## config.mk

```make
export PLATFORM = sky130hd
export DESIGN_NAME = dec_mult_seq_ctrl_flat
export DESIGN_NICKNAME = d
export VERILOG_FILES = /design/src/rtl/dec_mult_pkg.sv /design/src/rtl/dec_mult_seq_ctrl_if.sv /design/src/rtl/dec_mult_seq_ctrl_bcd_digit_add.sv /design/src/rtl/dec_mult_seq_ctrl.sv /design/src/flat_wrapper.sv
export SDC_FILE = /design/constraint.sdc
export NUM_CORES = 1
export LEC_CHECK = 0
export CAP_MARGIN = 20
export CORE_MARGIN = 2
export CORE_UTILIZATION = 59
export CTS_CLUSTER_DIAMETER = 40
export DETAILED_ROUTE_END_ITERATION = 12
export GPL_ROUTABILITY_DRIVEN = 0
export PLACE_DENSITY = 0.83
export SYNTH_ARGS = -nofsm -noshare
export SYNTH_HDL_FRONTEND = slang
export SYNTH_SLANG_ARGS = --single-unit
```

## constraint.sdc

```tcl
create_clock -name clk -period 28.5 [get_ports clk]
set_clock_uncertainty 0.15 [all_clocks]
set_input_delay 4.275 -clock clk [delete_from_list [all_inputs] [get_ports clk]]
set_output_delay 4.275 -clock clk [all_outputs]
set_load 0.02 [all_outputs]
```

## src/rtl/dec_mult_pkg.sv

```systemverilog
// dec_mult_pkg: shared types, constants and digit checks for the sequential BCD multiplier
package dec_mult_pkg;
    localparam int NDIG_DEFAULT = 4;
    localparam int DIG_W = 4;
    localparam logic [DIG_W-1:0] BCD_CORR = 4'd6;

    typedef enum logic [1:0] {IDLE, SHIFT, ADD, DONE} state_t;

    function automatic logic bad_digit(input logic [DIG_W-1:0] d);
        return d > 4'd9;
    endfunction
endpackage

```

## src/rtl/dec_mult_seq_ctrl_if.sv

```systemverilog
// dec_mult_seq_ctrl_if: operand/product valid-ready bus of the sequential BCD multiplier
interface dec_mult_seq_ctrl_if #(parameter int NDIG = dec_mult_pkg::NDIG_DEFAULT);
    logic              in_valid;
    logic              in_ready;
    logic [4*NDIG-1:0] a_bcd;
    logic [4*NDIG-1:0] b_bcd;
    logic              out_valid;
    logic              out_ready;
    logic [8*NDIG-1:0] p_bcd;
    logic              err;
    logic              busy;

    modport master (
        output in_valid, a_bcd, b_bcd, out_ready,
        input  in_ready, out_valid, p_bcd, err, busy
    );

    modport slave (
        input  in_valid, a_bcd, b_bcd, out_ready,
        output in_ready, out_valid, p_bcd, err, busy
    );
endinterface

```

## src/rtl/dec_mult_seq_ctrl_bcd_digit_add.sv

```systemverilog
// bcd_digit_add: one BCD digit adder with carry in/out, +6 correction on decimal overflow
module bcd_digit_add
    import dec_mult_pkg::*;
(
    input  logic [DIG_W-1:0] a,
    input  logic [DIG_W-1:0] b,
    input  logic             ci,
    output logic [DIG_W-1:0] s,
    output logic             co
);
    logic [DIG_W:0] raw;

    always_comb begin
        raw = {1'b0, a} + {1'b0, b} + {{DIG_W{1'b0}}, ci};
        co  = raw > 5'd9;
        s   = co ? raw[DIG_W-1:0] + BCD_CORR : raw[DIG_W-1:0];
    end
endmodule

```

## src/rtl/dec_mult_seq_ctrl.sv

```systemverilog
// dec_mult_seq_ctrl: shift-and-add BCD multiplier, multiplier digits consumed MSD first,
// one ADD cycle per unit of the current multiplier digit.
module dec_mult_seq_ctrl
    import dec_mult_pkg::*;
#(
    parameter int NDIG = NDIG_DEFAULT
) (
    input  logic clk,
    input  logic rst_n,
    dec_mult_seq_ctrl_if.slave bus
);
    localparam int IW = NDIG > 1 ? $clog2(NDIG) : 1;
    localparam int PW = 8 * NDIG;

    state_t            state, nxt;
    logic [4*NDIG-1:0] a_q, b_q;
    logic [PW-1:0]     acc, sum;
    logic [PW-1:0]     a_ext;
    logic [2*NDIG:0]   cy;
    logic              cy_top;
    logic [DIG_W-1:0]  rep, cur_dig;
    logic [IW-1:0]     dig_idx;
    logic              err_q, in_bad, last_dig;

    always_comb begin
        in_bad = 1'b0;
        for (int k = 0; k < NDIG; k++)
            in_bad = in_bad | bad_digit(bus.a_bcd[4*k +: 4]) | bad_digit(bus.b_bcd[4*k +: 4]);
    end

    assign a_ext    = {{(4*NDIG){1'b0}}, a_q};
    assign cur_dig  = b_q[4*dig_idx +: 4];
    assign last_dig = dig_idx == '0;
    assign cy[0]    = 1'b0;
    assign cy_top   = cy[2*NDIG];

    for (genvar g = 0; g < 2*NDIG; g++) begin : g_add
        bcd_digit_add u_dig (
            .a  (acc[4*g +: 4]),
            .b  (a_ext[4*g +: 4]),
            .ci (cy[g]),
            .s  (sum[4*g +: 4]),
            .co (cy[g+1])
        );
    end

    always_ff @(posedge clk or negedge rst_n)
        if (!rst_n) state <= IDLE;
        else state <= nxt;

    always_comb begin
        nxt = state;
        case (state)
            IDLE:  nxt = bus.in_valid ? (in_bad ? DONE : SHIFT) : IDLE;
            SHIFT: nxt = cur_dig != '0 ? ADD : (last_dig ? DONE : SHIFT);
            ADD:   nxt = rep != 4'd1 ? ADD : (last_dig ? DONE : SHIFT);
            DONE:  nxt = bus.out_ready ? IDLE : DONE;
            default: nxt = IDLE;
        endcase
    end

    always_ff @(posedge clk or negedge rst_n)
        if (!rst_n) begin
            a_q     <= '0;
            b_q     <= '0;
            acc     <= '0;
            rep     <= '0;
            dig_idx <= '0;
            err_q   <= 1'b0;
        end else begin
            case (state)
                IDLE: if (bus.in_valid) begin
                    a_q     <= bus.a_bcd;
                    b_q     <= bus.b_bcd;
                    acc     <= '0;
                    rep     <= '0;
                    dig_idx <= IW'(NDIG - 1);
                    err_q   <= in_bad;
                end
                SHIFT: begin
                    acc <= {acc[PW-5:0], 4'h0};
                    rep <= cur_dig;
                    if (cur_dig == '0 && !last_dig) dig_idx <= dig_idx - 1'b1;
                end
                ADD: begin
                    acc <= sum;
                    rep <= rep - 1'b1;
                    if (rep == 4'd1 && !last_dig) dig_idx <= dig_idx - 1'b1;
                end
                default: ;
            endcase
        end

    // the product can never exceed 2*NDIG digits, so the top carry must stay clear
    always_ff @(posedge clk)
        if (rst_n && state == ADD) assert (!cy_top);

    assign bus.in_ready  = state == IDLE;
    assign bus.busy      = state != IDLE;
    assign bus.out_valid = state == DONE;
    assign bus.p_bcd     = acc;
    assign bus.err       = err_q;
endmodule

```

## src/flat_wrapper.sv

```systemverilog
// flat-port wrapper written by rule: the top's interface ports become plain ports
module dec_mult_seq_ctrl_flat import dec_mult_pkg::*;
#(
    parameter int NDIG = NDIG_DEFAULT
)
  (clk, rst_n, bus_in_valid, bus_a_bcd, bus_b_bcd, bus_out_ready, bus_in_ready, bus_out_valid, bus_p_bcd, bus_err, bus_busy);
  dec_mult_seq_ctrl_if #(.NDIG(NDIG)) bus_i ();
  input  logic clk;
  input  logic rst_n;
  input wire logic [$bits(bus_i.in_valid)-1:0] bus_in_valid;
  input wire logic [$bits(bus_i.a_bcd)-1:0] bus_a_bcd;
  input wire logic [$bits(bus_i.b_bcd)-1:0] bus_b_bcd;
  input wire logic [$bits(bus_i.out_ready)-1:0] bus_out_ready;
  output wire logic [$bits(bus_i.in_ready)-1:0] bus_in_ready;
  output wire logic [$bits(bus_i.out_valid)-1:0] bus_out_valid;
  output wire logic [$bits(bus_i.p_bcd)-1:0] bus_p_bcd;
  output wire logic [$bits(bus_i.err)-1:0] bus_err;
  output wire logic [$bits(bus_i.busy)-1:0] bus_busy;
  assign bus_i.in_valid = bus_in_valid;
  assign bus_i.a_bcd = bus_a_bcd;
  assign bus_i.b_bcd = bus_b_bcd;
  assign bus_i.out_ready = bus_out_ready;
  assign bus_in_ready = bus_i.in_ready;
  assign bus_out_valid = bus_i.out_valid;
  assign bus_p_bcd = bus_i.p_bcd;
  assign bus_err = bus_i.err;
  assign bus_busy = bus_i.busy;
  dec_mult_seq_ctrl #(.NDIG(NDIG)) u_core (.clk(clk), .rst_n(rst_n), .bus(bus_i));
endmodule
```

Yosys cells after proc, flatten, opt, wreduce, memory -nomap -nowiden
Cells that the tools add are included.

$add $sub $neg: 21. $lt $le $gt $ge: 16. Equality and inequality tests: 8. Shift operators: 1. Muxes and demuxes: 23. Bitwise operators: 7. Reductions and logical operators: 12.

Operator list (count): $pmux W32 S3 (1); $gt A5 B4 Y1 const B (8); $mux W4 (9); $add A4 B3 Y4 const B (8); $gt A4 B4 Y1 const B (8); $mux W32 (1); $add A4 B1 Y5 (4); $add A4 B4 Y5 (4); $mux W2 (9); $shiftx A16 B5 Y4 (1); $add A5 B1 Y5 (3); $pmux W4 S3 (1); $pmux W2 S4 (1); $or A1 B1 Y1 (7); $pmux W2 S3 (1); $eq A2 B2 Y1 const B (2); $eq A4 B1 Y1 const B (1); $logic_not A2 Y1 (2); $logic_not A4 Y1 (1); $ne A2 B1 Y1 const B (2); $ne A4 B1 Y1 const B (1); $reduce_and A2 Y1 (2); $reduce_and A4 Y1 (1); $reduce_bool A4 Y1 (1); other kinds (8) (9).

Register bits after elaboration: 73. Input bits: 36. Output and inout port bits: 36. Word-level logic and storage cells: 95.

Longest topological paths before layout
Depth after elaboration: 18. Depth in mapped cells: 56. Gate-level depth less buffers: 56.

Hierarchy
From an unflattened synthesis, not the netlist that was laid out.

Cell total of the unflattened synthesis: 469. Area total of the unflattened synthesis: 5106.1 sq um.

By module, submodules not included: dec_mult_seq_ctrl (instances 1, cells an instance 293, area an instance 3414.5 sq um, seq. area each 1826.8 sq um); bcd_digit_add (instances 8, cells an instance 22, area an instance 211.5 sq um, seq. area each 0.0 sq um).

Worst setup path before layout
No wires, ideal clock.

Kind: register -> register. From: register u_core.acc[0], in the netlist u_core.bus.p_bcd[0]. To: register u_core.acc[29], in the netlist u_core.bus.p_bcd[29]. Setup time: 0.133 ns. Data arrival time: 10.388 ns. Required time: 28.217 ns. Slack: 17.829 ns. Stages on the path, launching flop included: 54. Path buffers: 0. Path through: dfrtp_1 > ha_1 > inv_1 > fa_1 > xor2_1 > nand2_1 > a21oi_1 > fa_1 > inv_1 > fa_1 > a21o_1 > a21oi_1 > inv_1 > a31oi_1 > fa_1 > inv_1 > fa_1 > xnor2_1 > (+18 left out) > nor2_1 > a21oi_1 > nor2_1 > ha_1 > ha_1 > inv_1 > a21oi_1 > o22ai_1 > a21oi_1 > ha_1 > nand2_1 > xor2_1 > ha_1 > nand2b_1 > o211ai_1 > maj3_1 > xnor2_1 > o21ai_0.

Word-level cells in the longest chain between the ends: 18.

RTL lines: from (decl) (line dec_mult_seq_ctrl.sv:17) `logic [PW-1:0] acc, sum;`; from (signal assigned) (line dec_mult_seq_ctrl.sv:81) `acc <= {acc[PW-5:0], 4'h0};`; from (signal assigned) (line dec_mult_seq_ctrl.sv:86) `acc <= sum;`; $add A4 B4 Y5 (*) (line dec_mult_seq_ctrl_bcd_digit_add.sv:14) `raw = {1'b0, a} + {1'b0, b} + {{DIG_W{1'b0}}, ci};`; $gt A5 B4 Y1 (*) (line dec_mult_seq_ctrl_bcd_digit_add.sv:15) `co = raw > 5'd9;`; $add A5 B1 Y5 (*) (line dec_mult_seq_ctrl_bcd_digit_add.sv:14); $gt A5 B4 Y1 (*) (line dec_mult_seq_ctrl_bcd_digit_add.sv:15); $add A5 B1 Y5 (*) (line dec_mult_seq_ctrl_bcd_digit_add.sv:14); $gt A5 B4 Y1 (*) (line dec_mult_seq_ctrl_bcd_digit_add.sv:15); $add A5 B1 Y5 (*) (line dec_mult_seq_ctrl_bcd_digit_add.sv:14); $gt A5 B4 Y1 (*) (line dec_mult_seq_ctrl_bcd_digit_add.sv:15); (+2 left out); $add A4 B1 Y5 (*) (line dec_mult_seq_ctrl_bcd_digit_add.sv:14); $gt A5 B4 Y1 (*) (line dec_mult_seq_ctrl_bcd_digit_add.sv:15); $add A4 B1 Y5 (*) (line dec_mult_seq_ctrl_bcd_digit_add.sv:14); $gt A5 B4 Y1 (*) (line dec_mult_seq_ctrl_bcd_digit_add.sv:15); $add A4 B1 Y5 (*) (line dec_mult_seq_ctrl_bcd_digit_add.sv:14); $add A4 B3 Y4 or $gt A5 B4 Y1 (tied branches) (line dec_mult_seq_ctrl_bcd_digit_add.sv:16, dec_mult_seq_ctrl_bcd_digit_add.sv:15); $mux W4 (*) (line dec_mult_seq_ctrl_bcd_digit_add.sv:16) `s = co ? raw[DIG_W-1:0] + BCD_CORR : raw[DIG_W-1:0];`; $pmux W32 S3 (*) (line dec_mult_seq_ctrl.sv:71) `case (state)`.

Every way passes the cells marked *; elsewhere a longest branch is shown, timed or not. A chain may end at the register's enable or synchronous reset.

Final worst setup path
Ends and elaborated chain as after synthesis.

==> summary.md <==
The run finished with clean final reports. Once detail routing completed, the nets flagged for antenna violations numbered 0. Power comes to 650 uW.

At the worst endpoint, the required time is 28560 ps. The combinational family with the most area after synthesis is compound AO/OA/AOI/OAI gates. The worst-path maximum fanout was 6. For the level count of the clock H-tree, the log shows 3. Kind of launch point of the worst setup path: a flip-flop. Setup violations remaining at the end of the flow were counted as 0. The total of flip-flops plus latches after synthesis is 73, and the average routed wire per standard cell is 17.8 um. Entering global routing, the biggest net connects 74 pins. The worst hold path was traced through 2 stages. Type of the tightest min-delay check: reg -> reg. Synthesis handed over a netlist of 448 instances. From left edge to right edge, the die measures 92.5 um. The simple-gate share of the synthesized area came out at 10.3%. Setup repair after global routing left no endpoint under its margin. The library cell used as clock root buffer is sky130_fd_sc_hd__clkbuf_8.

In the layout the commonest cells are sky130_fd_sc_hd__dfrtp_1, sky130_fd_sc_hd__clkdlybuf4s50_1, sky130_fd_sc_hd__o21ai_0, sky130_fd_sc_hd__mux2_2, sky130_fd_sc_hd__ha_1. The final period demand of the worst path is 11860 ps. The count of filler cells inserted in the layout is 520, and the vertical extent of the die is 92.5 um. The die footprint was 0.00856 sq mm; the post-route DRC violation count was 0. The initialized floorplan defines 32 standard-cell rows.

The maximum clock frequency was 84.3 MHz; the total inserted antenna cells was 0. The logs give 51 for the number of distinct library cells after synthesis and 3888 for the number of global-route vias before repair. The tools report the leftover overflow at the end of global routing as 0.

In this design, the critical path's most frequently occurring cell is sky130_fd_sc_hd__ha_1. Clock-pin slew was measured on the worst setup and hold paths at 80 ps. In the final layout, the share of cells above drive strength 1 is 12.9%.

Max-cap violations in this run came to 0. For this run, the leading register cell type out of synthesis is sky130_fd_sc_hd__dfrtp_1. The total power divided by cell area is 115 mW/mm^2. Data on the critical path arrives at its endpoint at 11920 ps. The slowest library cell on the worst path was sky130_fd_sc_hd__fa_1. In this run the tightest slew margin relative to its limit is 38.6%.

The worst setup path is of the reg -> reg kind. The count of buffers added on input and output ports is 71. For the later-pin clock latency in the skew report, the log shows 340 ps.

The hold violation total from the final report was 0. For this block, the via count after detailed routing is 3828. The number of vias per cell after detailed routing is 6.15. The area share of fa/ha/maj cells after synthesis was 13.0%; the routed wire length was 11100 um. The first global-routing pass estimated 18500 um of wire. Summed over all instances, the cell type with the most area after synthesis is sky130_fd_sc_hd__dfrtp_1. The initial antenna violation count is 0, and the I/O pin count is 72.

Of the total synthesized cell area, the portion taken by XOR and XNOR cells is 3.79%. After synthesis, the cell types taking the most area are sky130_fd_sc_hd__dfrtp_1, sky130_fd_sc_hd__ha_1, sky130_fd_sc_hd__mux2_2, sky130_fd_sc_hd__o21ai_0, sky130_fd_sc_hd__a22oi_1. The share of the synthesized area in the top cell type is 39.5%. For this run, the total global-route usage over all layers was measured as 27.4%. The count of pins over their slew limit is 0.

No sink is reached through more buffers than the 2 on the longest clock path. Compared with the post-synthesis result, the final layout area differs by 22.2%. The commonest non-fill, non-tap cell in the layout is sky130_fd_sc_hd__dfrtp_1. On the worst path, the slowest cell contributes a delay of 430 ps.

For this block, the initial DRC count from the detailed router was 211. In this run the static leakage power is 2.49 nW. In this run, post-CTS repair resized a total of 0 instances. The number of sinks driven by the clock tree is 73, and the mux share of post-synthesis cell area is 12.1%. For this configuration, the core starts out at a cell density of 60.5%. After clock tree synthesis, the setup repair step added 0 buffers.

The run gives 0 ps as the summed negative setup slack over all endpoints. The run gives 527 as the total nets after synthesis. Number of cell instances on the worst register-to-register path: 53. The first TritonRoute pass finished after 7 iterations.

The average cell area after synthesis came out at 10.3 sq um. TritonCTS built the clock tree. For the proportion of synthesized chip area in sequential cells, the log shows 39.5%. VDD sags by at most 0.0000729 V.

Type of destination of the critical path: a flip-flop. The floorplan step defined a core boundary enclosing 0.00765 sq mm. The final layout contains 594 nets.

After synthesis the cells add up to 0.00463 sq mm. For the detailed placer's ending HPWL, the log shows 7850 um. The number of enable-type register cells in the synthesized netlist is 0, and the async set-or-reset flop fraction in the synthesized netlist is 100%. TritonCTS created 9 clock buffers. The total number of yosys warnings is 0, and the number of buffers inserted for hold repair after clock tree synthesis is 0. At the pin with the least slew margin, the transition time is 921 ps. The share of the synthesized area in compound gates (AO/OA/AOI/OAI) came out at 16.9%. The worst path uses 41.6% of the clock period.
cell families (layout without fill, tap and decap cells):
kind of cell / after synthesis / in the layout
AO/OA/AOI/OAI: 121 / 121
AND/OR/NAND/NOR: 92 / 92
flip-flops: 73 / 73
buffers and inverters: 52 / 124
multiplexers: 46 / 46
adder cells (fa/ha/maj): 44 / 44
XOR/XNOR: 20 / 20
power breakdown:
group	total (mW)	switching, mW	internal, mW
clock network	0.0997	0.0392	0.0605
logic	0.377	0.202	0.175
registers	0.174	0.0329	0.141
total	0.650	0.274	0.376
layout make-up:
type                       count  area [sq um]  share of cell area, %
tap                          102           128                   2.26
timing repair buffer          75           736                   13.0
clock buffer                  11           141                   2.50
sequential                    73          1830                   32.3
multi-input combinational    323          2600                   45.9
inverter                      33           124                   2.19
clock inverter                 5           103                   1.81
worst paths after layout:
check	from	slack (ps)	end
min reg2reg	u_core.bus.err	340	u_core.bus.err
max reg2reg	u_core.bus.p_bcd[0]	16640	u_core.bus.p_bcd[29]
max in group asynchronous	rst_n	23600	u_core.a_q[5]
min	u_core.bus.err	340	u_core.bus.err
min in group asynchronous	rst_n	4000	u_core.bus.p_bcd[23]
max	u_core.bus.p_bcd[0]	16640	u_core.bus.p_bcd[29]
critical path: cells and delay by family (launching register included):
family | cells | cell delay, ps
adder cells (fa/ha/maj) | 18 | 5460
AND/OR/NAND/NOR | 8 | 1100
AO/OA/AOI/OAI | 16 | 3100
buffers and inverters | 6 | 430
XOR/XNOR | 5 | 1090
flip-flops | 1 | 410
flip-flops by register name, indices dropped and copies added (netlist names):
name,flops
u_core.bus.err,1
u_core.dig_idx,2
u_core.a_q,16
u_core.state,2
u_core.b_q,16
u_core.rep,4
u_core.bus.p_bcd,32
per-layer routing:
metal  track usage (%)  part of all wire [%]  vias up  wire [um]
met5                 0                     0        -          0
met4              10.3                   2.1        0        236
met3              5.45                   5.3       28        586
met2              46.5                    51      133       5640
met1              34.6                    42     1888       4590
li1                  -                     -     1779          -
through the flow:
| step | setup slack, ps | hold slack (ps) | utilization, % | cells | instance area (sq um) |
|---|---|---|---|---|---|
| after floorplan | 17830 | 320 | - | 448 | 4630 |
| after global placement | 17570 | 322 | 70.7 | 606 | 5410 |
| after detailed placement | 16850 | 320 | 70.7 | 606 | 5410 |
| after CTS | 16720 | 350 | 73.9 | 622 | 5650 |
| after global routing | 15680 | 369 | 73.9 | 622 | 5650 |
| final | 16640 | 345 | 73.9 | 622 | 5650 |
synthesized netlist by cell type (all sizes together) (10+ instances only):
cell / instances
clkbuf: 18
mux2: 38
nor3: 10
a21oi: 19
o21ai: 42
nand2: 24
xnor2: 15
inv: 33
nor2: 19
a22oi: 22
dfrtp: 73
ha: 36
No activity file was read; power rests on OpenSTA's default activity.
